==> config.mk <==
export PLATFORM = sky130hd
export DESIGN_NAME = fetch_stage
export DESIGN_NICKNAME = d
export VERILOG_FILES = /design/src/rtl/fetch_stage_pkg.sv /design/src/rtl/fetch_fifo.sv /design/src/rtl/fetch_stage.sv
export SDC_FILE = /design/constraint.sdc
export NUM_CORES = 1
export LEC_CHECK = 0
export ABC_AREA = 1
export CAP_MARGIN = 20
export CORE_ASPECT_RATIO = 1.5
export CORE_UTILIZATION = 40
export CTS_BUF_LIST = sky130_fd_sc_hd__clkbuf_4 sky130_fd_sc_hd__clkbuf_8
export DETAILED_ROUTE_END_ITERATION = 12
export GPL_TIMING_DRIVEN = 1
export PLACE_DENSITY = 0.64
export SLEW_MARGIN = 0
export SYNTH_ARGS = -nofsm -noshare
export SYNTH_HDL_FRONTEND = slang
export SYNTH_SLANG_ARGS = --single-unit
==> constraint.sdc <==
create_clock -name clk -period 3.1 [get_ports clk]
set_clock_uncertainty 0.2 [all_clocks]
set_input_delay 0.465 -clock clk [delete_from_list [all_inputs] [get_ports clk]]
set_output_delay 0.465 -clock clk [all_outputs]
set_load 0.1 [all_outputs]
==> src/rtl/fetch_stage_pkg.sv <==
// Shared RV32 fetch types: FSM state, buffered entry layout and core constants.
package fetch_stage_pkg;

  localparam int unsigned XLEN          = 32;
  localparam int unsigned RV32_ILEN_B   = 4;
  localparam logic [31:0] RV32_NOP      = 32'h0000_0013;

  typedef enum logic [1:0] {
    FS_REQ,
    FS_WAIT,
    FS_DROP,
    FS_HALT
  } FetchState;

  typedef struct packed {
    logic [XLEN-1:0] pc;
    logic [XLEN-1:0] inst;
    logic            fault;
  } FetchEntry;

  function automatic FetchEntry fault_entry(input logic [XLEN-1:0] pc);
    fault_entry = '{pc: pc, inst: RV32_NOP, fault: 1'b1};
  endfunction

endpackage

==> src/rtl/fetch_fifo.sv <==
// Two-entry fetch buffer; the head is registered and drives the stage outputs directly.
module fetch_fifo
  import fetch_stage_pkg::*;
(
  input  logic      clk,
  input  logic      rst,
  input  logic      i_push,
  input  FetchEntry i_push_entry,
  input  logic      i_pop,
  input  logic      i_flush,
  output logic [1:0] o_count,
  output FetchEntry o_head
);

  localparam FetchEntry EMPTY_ENTRY = '{pc: '0, inst: RV32_NOP, fault: 1'b0};

  FetchEntry  r_head, r_tail;
  logic [1:0] r_count;

  FetchEntry  w_head_n, w_tail_n;
  logic [1:0] w_count_n;
  logic       w_pop_ok, w_push_ok;

  assign w_pop_ok  = i_pop && (r_count != 2'd0);
  assign w_push_ok = i_push && ((r_count != 2'd2) || w_pop_ok);

  // Flush wins over pop, but a same-cycle push lands in the freshly emptied buffer.
  always_comb begin
    w_head_n  = r_head;
    w_tail_n  = r_tail;
    w_count_n = r_count;
    if (i_flush) begin
      w_count_n = i_push ? 2'd1 : 2'd0;
      if (i_push) w_head_n = i_push_entry;
    end else begin
      if (w_pop_ok) begin
        w_head_n  = r_tail;
        w_count_n = r_count - 2'd1;
      end
      if (w_push_ok) begin
        if (w_count_n == 2'd0) w_head_n = i_push_entry;
        else                   w_tail_n = i_push_entry;
        w_count_n = w_count_n + 2'd1;
      end
    end
  end

  always_ff @(posedge clk) begin
    if (rst) begin
      r_head  <= EMPTY_ENTRY;
      r_tail  <= EMPTY_ENTRY;
      r_count <= '0;
    end else begin
      r_head  <= w_head_n;
      r_tail  <= w_tail_n;
      r_count <= w_count_n;
    end
  end

  assign o_count = r_count;
  assign o_head  = r_head;

endmodule

==> src/rtl/fetch_stage.sv <==
// RV32I instruction fetch: PC, single-outstanding bus FSM with FIFO credit, and redirect flush.
module fetch_stage
  import fetch_stage_pkg::*;
#(
  parameter logic [31:0] RESET_PC = 32'h0000_0000
) (
  input  logic        clk,
  input  logic        rst,
  output logic        inst_req,
  output logic [31:0] inst_addr,
  input  logic        inst_gnt,
  input  logic        inst_rvalid,
  input  logic [31:0] inst_rdata,
  input  logic        redirect_en,
  input  logic [31:0] redirect_pc,
  output logic        out_valid,
  input  logic        out_ready,
  output logic [31:0] out_pc,
  output logic [31:0] out_inst,
  output logic        out_fault
);

  FetchState   r_state;
  logic [31:0] r_pc;
  logic [31:0] r_inflight_pc;
  logic        r_drop_fault;

  logic [1:0]  w_count;
  FetchEntry   w_head;
  logic        w_grant;
  logic        w_pop;
  logic        w_push;
  FetchEntry   w_push_entry;
  logic        w_misaligned;
  logic        w_busy_after;

  // Only REQ issues, and never while a response could be in flight, so count<2 is the credit.
  assign inst_req     = !rst && (r_state == FS_REQ) && (w_count != 2'd2);
  assign inst_addr    = rst ? RESET_PC : r_pc;
  assign w_grant      = inst_req && inst_gnt;
  assign w_misaligned = (redirect_pc[1:0] != 2'b00);
  assign w_busy_after = (((r_state == FS_WAIT) || (r_state == FS_DROP)) && !inst_rvalid) || w_grant;

  assign out_valid = (w_count != 2'd0);
  assign out_pc    = w_head.pc;
  assign out_inst  = w_head.inst;
  assign out_fault = w_head.fault;
  assign w_pop     = out_valid && out_ready && !redirect_en;

  always_comb begin
    w_push       = 1'b0;
    w_push_entry = '{pc: r_inflight_pc, inst: inst_rdata, fault: 1'b0};
    if (redirect_en) begin
      if (!w_busy_after && w_misaligned) begin
        w_push       = 1'b1;
        w_push_entry = fault_entry(redirect_pc);
      end
    end else if (inst_rvalid) begin
      if (r_state == FS_WAIT) begin
        w_push = 1'b1;
      end else if ((r_state == FS_DROP) && r_drop_fault) begin
        w_push       = 1'b1;
        w_push_entry = fault_entry(r_pc);
      end
    end
  end

  always_ff @(posedge clk) begin
    if (rst) begin
      r_state       <= FS_REQ;
      r_pc          <= RESET_PC;
      r_inflight_pc <= '0;
      r_drop_fault  <= 1'b0;
    end else if (redirect_en) begin
      r_pc         <= redirect_pc;
      r_drop_fault <= w_busy_after && w_misaligned;
      if (w_busy_after)      r_state <= FS_DROP;
      else if (w_misaligned) r_state <= FS_HALT;
      else                   r_state <= FS_REQ;
    end else begin
      case (r_state)
        FS_REQ: begin
          if (w_grant) begin
            r_state       <= FS_WAIT;
            r_inflight_pc <= r_pc;
            r_pc          <= r_pc + 32'd4;
          end
        end
        FS_WAIT: begin
          if (inst_rvalid) r_state <= FS_REQ;
        end
        FS_DROP: begin
          if (inst_rvalid) begin
            r_state      <= r_drop_fault ? FS_HALT : FS_REQ;
            r_drop_fault <= 1'b0;
          end
        end
        FS_HALT: begin
          r_state <= FS_HALT;
        end
      endcase
    end
  end

  fetch_fifo u_fifo (
    .clk          (clk),
    .rst          (rst),
    .i_push       (w_push),
    .i_push_entry (w_push_entry),
    .i_pop        (w_pop),
    .i_flush      (redirect_en),
    .o_count      (w_count),
    .o_head       (w_head)
  );

endmodule
* After elaboration in Yosys (flattened, before gate mapping)
Cells that the tools add are included.
Storage, ports and cells: register bits after elaboration 199, bits of input ports 70, output and inout bits 99, logic and storage cells 90
Cells by class: add/subtract/negate cells 3, equality and inequality tests 8, multiplexer cells 35, bitwise operators 2, reductions and logical operators 31
Operators with widths (number):
- $mux W65 | 10
- $mux W32 | 4
- $add A32 B3 Y32 const B | 1
- $mux W2 | 11
- $reduce_bool A2 Y1 | 6
- $logic_and A1 B1 Y1 | 11
- $mux W1 | 9
- $ne A3 B3 Y1 const B | 3
- $reduce_and A3 Y1 | 3
- $pmux W2 S4 | 1
- $eq A2 B2 Y1 const B | 2
- $logic_not A1 Y1 | 4
- $logic_not A2 Y1 | 2
- $reduce_and A2 Y1 | 2
- $logic_or A1 B1 Y1 | 3
- $add A2 B1 Y2 const B | 1
- $eq A2 B1 Y1 const B | 1
- $ne A2 B1 Y1 const B | 1
- $ne A2 B2 Y1 const B | 1
- $not A1 Y1 | 2
- $sub A2 B1 Y2 const B | 1

* Logic depth before layout (Yosys ltp)
Gate-level depths: netlist of run 1.
depth in word-level cells 12, gate-level depth with buffers 15, depth with buffers taken out 13

* Modules after synthesis
A second synthesis of run 1 with hierarchy kept.
Unflattened totals: cells, all modules 1938, area, all modules 11686.2 um^2
Modules (own cells, without submodules):
- fetch_fifo | instances 1, cells an instance 1098, area each 6780.3 um^2, sequential area each 2642.5 um^2
- fetch_stage | instances 1, cells an instance 840, area each 4906.0 um^2, sequential area each 1341.3 um^2

* Least setup slack after synthesis of run 1
Ideal clock, no wire load.
path kind input to output, start point input port rst, end point output port inst_req, data arrival time 2.935 ns, data required time 2.435 ns, path slack -0.500 ns, cell stages on the path 3, buffers on the path 2, cells stage by stage clkbuf_1 -> clkbuf_1 -> nor3_1
Between the ends: cells in the longest elaborated chain, start to end 3
RTL lines:
- from (decl) | line fetch_stage.sv:8 | input logic rst,
- $logic_not A1 Y1 | line fetch_stage.sv:38 | assign inst_req = !rst && (r_state == FS_REQ) && (w_count != 2'd2);
- $logic_and A1 B1 Y1 (2 in a row) | line fetch_stage.sv:38
- to (decl) | line fetch_stage.sv:9 | output logic inst_req,
Every way passes these cells.

* Worst setup path after layout of run 1
start point register u_fifo.r_count[0], in the netlist u_fifo.o_count[0], end point register u_fifo.r_head (netlist bit u_fifo.o_head[2])
Between the ends: cells in the longest elaborated chain, start to end 11, elaborated cells between the ends (all ways) 26, those cells by class 1 x add/sub; 2 x eq/ne; 11 x mux; 12 x reduce/logical
RTL lines:
- from (decl) | line fetch_fifo.sv:18 | logic [1:0] r_count;
- from (signal assigned) | line fetch_fifo.sv:56 | r_count <= w_count_n;
- $ne A2 B2 Y1 | line fetch_fifo.sv:25, fetch_stage.sv:38
- $logic_and A1 B1 Y1 | line fetch_stage.sv:38
- $logic_and A1 B1 Y1 | line fetch_stage.sv:40 | assign w_grant = inst_req && inst_gnt;
- $logic_or A1 B1 Y1 | line fetch_stage.sv:42 | assign w_busy_after = (((r_state == FS_WAIT) || (r_state == FS_DROP)) && !inst_rvalid) || w_grant;
- $logic_not A1 Y1 | line fetch_stage.sv:54 | if (!w_busy_after && w_misaligned) begin
- $logic_and A1 B1 Y1 | line fetch_stage.sv:54
- $mux W65 / $mux W1 (equally long branches) | line fetch_stage.sv:54
- $mux W65 / $mux W1 (equally long branches) | line fetch_stage.sv:53 | if (redirect_en) begin
- $mux W65 / $logic_and A1 B1 Y1 (equally long branches) | line fetch_fifo.sv:41, fetch_fifo.sv:25
- $mux W65 | line fetch_fifo.sv:40 | if (w_push_ok) begin
- $mux W65 | line fetch_fifo.sv:32 | if (i_flush) begin
- to (signal assigned) | line fetch_fifo.sv:54 | r_head <= w_head_n;
- to (decl) | line fetch_fifo.sv:17 | FetchEntry r_head, r_tail;
Several ways; a longest one is shown, not always the timed one. The select of a mux whose other input is x is not followed. A chain may end at the register's enable or synchronous reset.

==> results of run 1 <==
==> power groups by stage <==
stage / logic (W) / registers [W] / clock network (W)
after floorplan: 0.00156 / 0.00422 / 0
after global placement: 0.00348 / 0.00317 / 0
after detailed placement: 0.00352 / 0.00318 / 0
after CTS: 0.00353 / 0.00312 / 0.00164
after global routing: 0.00378 / 0.00316 / 0.00173
final: 0.00352 / 0.00313 / 0.00160
==> state kept, by name, summed over array words and instances, names as in the netlist <==
name            cells
r_state             2
r_inflight_pc      32
r_pc               32
u_fifo.r_tail      65
r_drop_fault        1
u_fifo.o_count      2
u_fifo.o_head      65
==> worst min path at each step <==
stage	startpoint	end	slack (ns)	cells past startpoint
2_1_floorplan	r_inflight_pc[2]	r_inflight_pc[2]	0.23	2
3_3_place_gp	r_inflight_pc[28]	r_inflight_pc[28]	0.24	2
3_5_place_dp	r_inflight_pc[27]	r_inflight_pc[27]	0.25	2
4_1_cts	redirect_en	r_pc[0]	0.22	3
5_1_grt	redirect_en	r_pc[0]	0.22	3
6_report	redirect_en	r_pc[0]	0.25	3
==> layer usage <==
layer  wire length, um  track usage
met2             18400        0.468
met3              2200       0.0387
met1             15900        0.327
met5                 0            0
met4              1210        0.105
==> logic make-up after synthesis <==
group / count (synthesis) / synth area share
simple gates: 810 / 0.313
compound gates: 352 / 0.163
buf+inv: 278 / 0.103
flops: 199 / 0.360
mux: 44 / 0.0399
xor+xnor: 14 / 0.0111
fa+ha+maj: 9 / 0.0102
==> final cells by class <==
cell class / instances / area [sq um]
Clock buffer: 21 / 283
Clock inverter: 11 / 75.1
Fill cell: 2760 / 14000
Inverter: 155 / 586
Multi-Input combinational cell: 1229 / 5980
Sequential cell: 199 / 3980
Tap cell: 342 / 428
Timing Repair Buffer: 202 / 1930
==> cells in the mapped netlist <==
cell type | number | area share
dfxtp_1 | 199 | 0.36
buf_2 | 40 | 0.018
nand2_1 | 378 | 0.13
nand2_4 | 1 | 0.0010
ha_1 | 9 | 0.010
nor2_2 | 2 | 0.0011
nand3_4 | 1 | 0.0016
a21oi_1 | 154 | 0.070
nor2_1 | 208 | 0.071
clkbuf_1 | 64 | 0.022
xnor2_1 | 1 | 0.00079
buf_6 | 4 | 0.0041
inv_2 | 3 | 0.0010
a21o_1 | 1 | 0.00068
nor3b_1 | 1 | 0.00068
inv_1 | 150 | 0.051
buf_4 | 4 | 0.0027
xor2_1 | 13 | 0.010
nand4_1 | 43 | 0.024
a221oi_1 | 1 | 0.00079
o32ai_1 | 2 | 0.0016
nor3_4 | 2 | 0.0029
o21ai_1 | 9 | 0.0041
nand3_1 | 114 | 0.052
mux2_2 | 1 | 0.0010
a211oi_1 | 2 | 0.0014
o21ai_0 | 170 | 0.077
o22ai_1 | 3 | 0.0017
mux2i_1 | 43 | 0.039
or2_2 | 4 | 0.0023
nor3_1 | 41 | 0.019
buf_1 | 11 | 0.0037
nand2_2 | 4 | 0.0023
a31oi_1 | 5 | 0.0028
nand3_2 | 1 | 0.00090
nand4_2 | 1 | 0.0011
nand3b_1 | 9 | 0.0061
clkinv_1 | 2 | 0.00068
o211ai_1 | 5 | 0.0034
==> per-stage QoR <==
stage / std cells / area [sq um] / total power, W / hold WS [ns]
CTS: 2159 / 13300 / 0.00829 / 0.218
detailed placement: 2127 / 12900 / 0.00669 / 0.246
floorplan: 1706 / 11100 / 0.00579 / 0.227
global route: 2159 / 13300 / 0.00868 / 0.218
global placement: 2127 / 12900 / 0.00665 / 0.240
finish: 2159 / 13300 / 0.00825 / 0.249
==> critical path, cell delays in order (launching register included) <==
cell and delay (ns):
dfxtp_1 0.33, inv_1 0.08, ha_1 0.16, clkinv_2 0.16, nand3_4 0.15, xor2_1 0.25
ha_1 0.32, nand3_2 0.14, nand2_2 0.10, buf_4 0.33, o21ai_0 0.14, a21o_1 0.17
==> placed cells by master (no fill, tap or decap), types with 13 or more instances in the layout <==
cell type	instances
a21oi_1	154
buf_12	20
buf_4	113
clkbuf_8	20
clkdlybuf4s50_1	67
dfxtp_1	199
inv_1	149
mux2i_1	43
nand2_1	377
nand3_1	113
nand4_1	43
nor2_1	207
nor3_1	40
o21ai_0	170
xor2_1	13
==> flow_summary.json, run 1 <==
{
  "cts-htree-levels": 4,
  "cts_tree": "yes",
  "startpoint_type": "register",
  "wl_per_cell_um": 17.4,
  "dr.first_iter.drc_count": 946,
  "dieArea_sq_um": 28400,
  "dieHeight_um": 206,
  "worst_pin_slew_ns": 0.775,
  "seqPwrFrac": 0.379,
  "chipWidth_um": 138,
  "ir_drop_uv": 418,
  "power.internal_w": 0.00441,
  "grt_max_degree": 159,
  "avgSynthCellArea_sq_um": 6.49,
  "worstSetupStartpoint": "u_fifo.o_count[0]",
  "cts_repair_resize_count": 0,
  "antenna_found_initial": 0,
  "crit_path_end_kind": "register",
  "vias": 11593,
  "combPwrFrac": 0.427,
  "r2r_slack_ns": 0.44,
  "drive_gt1_frac": 0.106,
  "start_util": 0.407,
  "fin_util": 0.487,
  "switching_power_w": 0.00384,
  "worst-path-max-fanout": 29,
  "pin_count": 169,
  "hold_buffers": 0,
  "r2r-end": "u_fifo.o_head[2]",
  "setup_violations": 0,
  "post-route-min-period_ns": 2.66,
  "ys_seq_elements": 199,
  "period_share": 0.857,
  "viasPerCell": 5.37,
  "grt_pass1_vias": 10915,
  "p_sw_frac": 0.466,
  "drt_first_pass_iters": 5,
  "cts.sink_count": 199,
  "synthDistinctLibCells": 39,
  "endpoint": "u_fifo.o_head[2]",
  "rsz0062_at_grt": "no",
  "hp-class": "input pin to register",
  "gp_congestion": 0.908,
  "ant_nets": 0,
  "powerDensity_nw_per_um2": 622,
  "hpwlAfterDp_um": 25400,
  "clock_latency_ns": 0.49,
  "worst_ep_required_time_ns": 3.29,
  "setup_tns_ns": 0,
  "ys_seq_area_frac": 0.360,
  "clockRootBuffer": "clkbuf_8",
  "layout.nets": 1883,
  "max_cap_viol_count": 0,
  "yosys_warnings": 0,
  "core-area_sq_um": 27200,
  "num_rows": 74,
  "overflow": 0,
  "run_status": "finished, final reports clean",
  "grtUsageTotal": 0.268,
  "clk_path_buf_depth": 2,
  "area_growth_pct": 19.8,
  "path_class": "register to register",
  "report.final.hold_viol_count": 0,
  "clk_pin_slew_worst_paths_ns": 0.10,
  "cts_made_buffers": 17,
  "synthesis.nets": 1785,
  "r2r_start": "u_fifo.o_count[0]",
  "io_buffers": 168,
  "diodes": 0,
  "setup_ws_ns": 0.444,
  "max_freq_mhz": 377,
  "drcViolationCount": 0,
  "grt_pass1_wl_um": 59100,
  "p_clk_frac": 0.194,
  "relSlewSlack": 0.483,
  "slew_violations": 0,
  "p_leak_nw": 6.25,
  "dp_slack_ns": 0.191,
  "synth_area_sq_um": 11100,
  "syn_inst": 1706,
  "cts_setup_buffers": 0,
  "worstPathArrival_ns": 2.85,
  "reg2reg_depth": 11,
  "wl_um": 37600
}
Note: power is estimated with default switching activity, not from simulation.
==> run 2: changes to the inputs <==
--- a/config.mk
+++ b/config.mk
@@ -6,7 +6,7 @@
 export NUM_CORES = 1
 export LEC_CHECK = 0
 export ABC_AREA = 1
-export CAP_MARGIN = 20
+export CAP_MARGIN = 0
 export CORE_ASPECT_RATIO = 1.5
 export CORE_UTILIZATION = 40
 export CTS_BUF_LIST = sky130_fd_sc_hd__clkbuf_4 sky130_fd_sc_hd__clkbuf_8
@@ -17,3 +17,4 @@
 export SYNTH_ARGS = -nofsm -noshare
 export SYNTH_HDL_FRONTEND = slang
 export SYNTH_SLANG_ARGS = --single-unit
+export TNS_END_PERCENT = 10
==> results of run 2 <==
No change in the layout: final DEF, timing and power equal those of run 1.
==> run 3: changes to the inputs <==
--- a/config.mk
+++ b/config.mk
@@ -5,14 +5,11 @@
 export SDC_FILE = /design/constraint.sdc
 export NUM_CORES = 1
 export LEC_CHECK = 0
-export ABC_AREA = 1
 export CAP_MARGIN = 0
-export CORE_ASPECT_RATIO = 1.5
 export CORE_UTILIZATION = 40
 export CTS_BUF_LIST = sky130_fd_sc_hd__clkbuf_4 sky130_fd_sc_hd__clkbuf_8
 export DETAILED_ROUTE_END_ITERATION = 12
 export GPL_TIMING_DRIVEN = 1
-export PLACE_DENSITY = 0.64
 export SLEW_MARGIN = 0
 export SYNTH_ARGS = -nofsm -noshare
 export SYNTH_HDL_FRONTEND = slang
==> flow_summary.json, run 3 <==
{
  "run_status": "finished, final reports clean",
  "synth_area_leaders": "dfxtp_1, nand2_1, a21oi_1, a22o_1, a211oi_1",
  "dr.first_iter.drc_count": 615,
  "vias": 9179,
  "rsz0062_at_grt": "no",
  "grt_pass1_wl_um": 46700,
  "area_growth_pct": 27.4,
  "powerDensity_nw_per_um2": 579,
  "setup_ws_ns": 0.142,
  "grtUsageTotal": 0.242,
  "worst_ep_required_time_ns": 3.28,
  "worstPathCellList": "inv_1, ha_2, or3b_1, a21oi_4, ha_4, nand2_2, a211o_1, and2_4, buf_4, a211o_1, a22o_1",
  "synthDistinctLibCells": 54,
  "grt_max_degree": 75,
  "yosysTopAreaCell": "dfxtp_1",
  "wl_per_cell_um": 18.1,
  "cts.sink_count": 199,
  "dieArea_sq_um": 24500,
  "ys_seq_area_frac": 0.417,
  "ir_drop_uv": 238,
  "syn_inst": 1168,
  "max_cap_viol_count": 0,
  "num_rows": 56,
  "worstPathArrival_ns": 3.13,
  "wl_um": 29700,
  "diodes": 0,
  "report.final.hold_viol_count": 0,
  "met2_length_um": 13600,
  "synth_most_common_cell": "dfxtp_1",
  "cts_made_buffers": 17,
  "layout.nets": 1390,
  "synthesis.nets": 1247,
  "clockRootBuffer": "clkbuf_8",
  "worst-path-max-fanout": 13,
  "period_share": 0.954,
  "clk_pin_slew_worst_paths_ns": 0.11,
  "cts-htree-levels": 4,
  "viasPerCell": 5.59,
  "fin_area_sq_um": 12200,
  "dieHeight_um": 157,
  "top_layer_used": "met4",
  "wl_met1_um": 14400,
  "chipWidth_um": 157,
  "synth_edf_count": 0,
  "slew_violations": 0,
  "start_util": 0.407,
  "synth_flop_cell": "dfxtp_1",
  "startpoint_type": "register",
  "drcViolationCount": 0,
  "cts_tree": "yes",
  "pin_count": 169,
  "crit_path_end_kind": "register",
  "synth_common_cells": "dfxtp_1, nand2_1, a21oi_1, clkbuf_1, nor2_1",
  "gp_congestion": 0.816,
  "relSlewSlack": 0.560,
  "hpwlAfterDp_um": 19900,
  "slowest_stage": "or3b_1",
  "ys_seq_elements": 199,
  "max_freq_mhz": 338,
  "path_class": "register to register",
  "grt_pass1_vias": 8498,
  "wl_met3_um": 1390,
  "path_common_cell": "a211o_1",
  "place_area_sq_um": 11700,
  "async_flop_share": 0,
  "setup_violations": 0,
  "drive_gt1_frac": 0.170,
  "io_buffers": 168,
  "worst_pin_slew_ns": 0.659,
  "layout_commonest_cell": "dfxtp_1",
  "overflow": 0,
  "layout_common_cells": "dfxtp_1, nand2_1, buf_4",
  "dp_slack_ns": -0.327,
  "core-area_sq_um": 23500,
  "clock_latency_ns": 0.48,
  "p_leak_nw": 4.59,
  "post-route-min-period_ns": 2.96,
  "avgSynthCellArea_sq_um": 8.18,
  "ant_nets": 0,
  "yosysTopAreaCellShare": 0.417,
  "hold_buffers": 0,
  "hp-class": "input pin to register",
  "synth_area_sq_um": 9550,
  "yosys_warnings": 0,
  "slowest_delay_ns": 0.45,
  "clk_path_buf_depth": 2,
  "drt_first_pass_iters": 5,
  "antenna_found_initial": 0
}
run 3: changes by cell type in the layout (fill, tap and decap cells not counted), sizes merged, moves of 68 or more:
cell	previous run	this run
a22o	0	68
inv	152	15
nand3	116	15
nor2	210	69
nand2	383	191
o21ai	179	7
run 3: cell families (layout without fill, tap and decap cells):
family	after synthesis	count (layout)	synth area share
AOI/OAI and AO/OA	408	408	0.295
and+or+nand+nor	406	406	0.201
DFF	199	199	0.417
buffers and inverters	117	273	0.0483
xor gates and xnor gates	24	24	0.0220
adders and majority gates	9	9	0.0118
muxes	5	5	0.00524
run 3: critical path, delay by kind of cell (launching register included):
family                     cells  cell delay (ns)
adders and majority gates      2             0.33
buffers and inverters          2             0.26
DFF                            1             0.37
AOI/OAI and AO/OA              4             0.94
and+or+nand+nor                3             0.74
run 3: path summary, 6_finish.rpt:
path | startpoint | endpoint | slack (ns) | cells past startpoint
worst max-delay path | u_fifo.o_count[0] | u_fifo.o_head[58] | 0.14 | 11
worst min-delay path | rst | u_fifo.r_tail[5] | 0.14 | 2
worst max register to register | u_fifo.o_count[0] | u_fifo.o_head[58] | 0.14 | 11
worst min register to register | r_inflight_pc[17] | r_inflight_pc[17] | 0.26 | 2
run 3: repair_timing:
item,4_1_cts,5_1_grt
buffers inserted,0,2
cloned,0,0
setup endpoints to repair,1,4
resized for setup,1,0
run 3: final cells by class:
| type | count | area, sq um |
|---|---|---|
| timing repair buffer | 233 | 2110 |
| multi-input combinational | 852 | 5220 |
| tap | 319 | 399 |
| inverter | 8 | 30.0 |
| clock buffer | 18 | 248 |
| clock inverter | 14 | 180 |
| sequential | 199 | 3990 |
| fill | 2274 | 11300 |
run 3: metrics by stage:
step | hold WS, ns | power (W) | setup TNS, ns | cells | util
2_1_floorplan | 0.236 | 0.00458 | -0.0338 | 1168 | -
3_3_place_gp | 0.241 | 0.00526 | -11.57 | 1609 | 0.500
3_5_place_dp | 0.247 | 0.00528 | -14.00 | 1609 | 0.500
4_1_cts | 0.107 | 0.00708 | 0 | 1641 | 0.518
5_1_grt | 0.144 | 0.00734 | 0 | 1643 | 0.519
6_report | 0.138 | 0.00705 | 0 | 1643 | 0.519
run 3: power breakdown:
part / switching [W] / total [W] / leakage, nW / internal [W]
Combinational: 0.00164 / 0.00234 / 2.75 / 0.000704
Clock: 0.00104 / 0.00182 / 0.217 / 0.000778
Sequential: 0.000161 / 0.00289 / 1.63 / 0.00273
run 3: metal layers:
layer,vias up,GRT usage
met1,4351,0.338
met5,-,0
li1,4555,-
met4,0,0.0612
met3,26,0.0343
met2,247,0.388
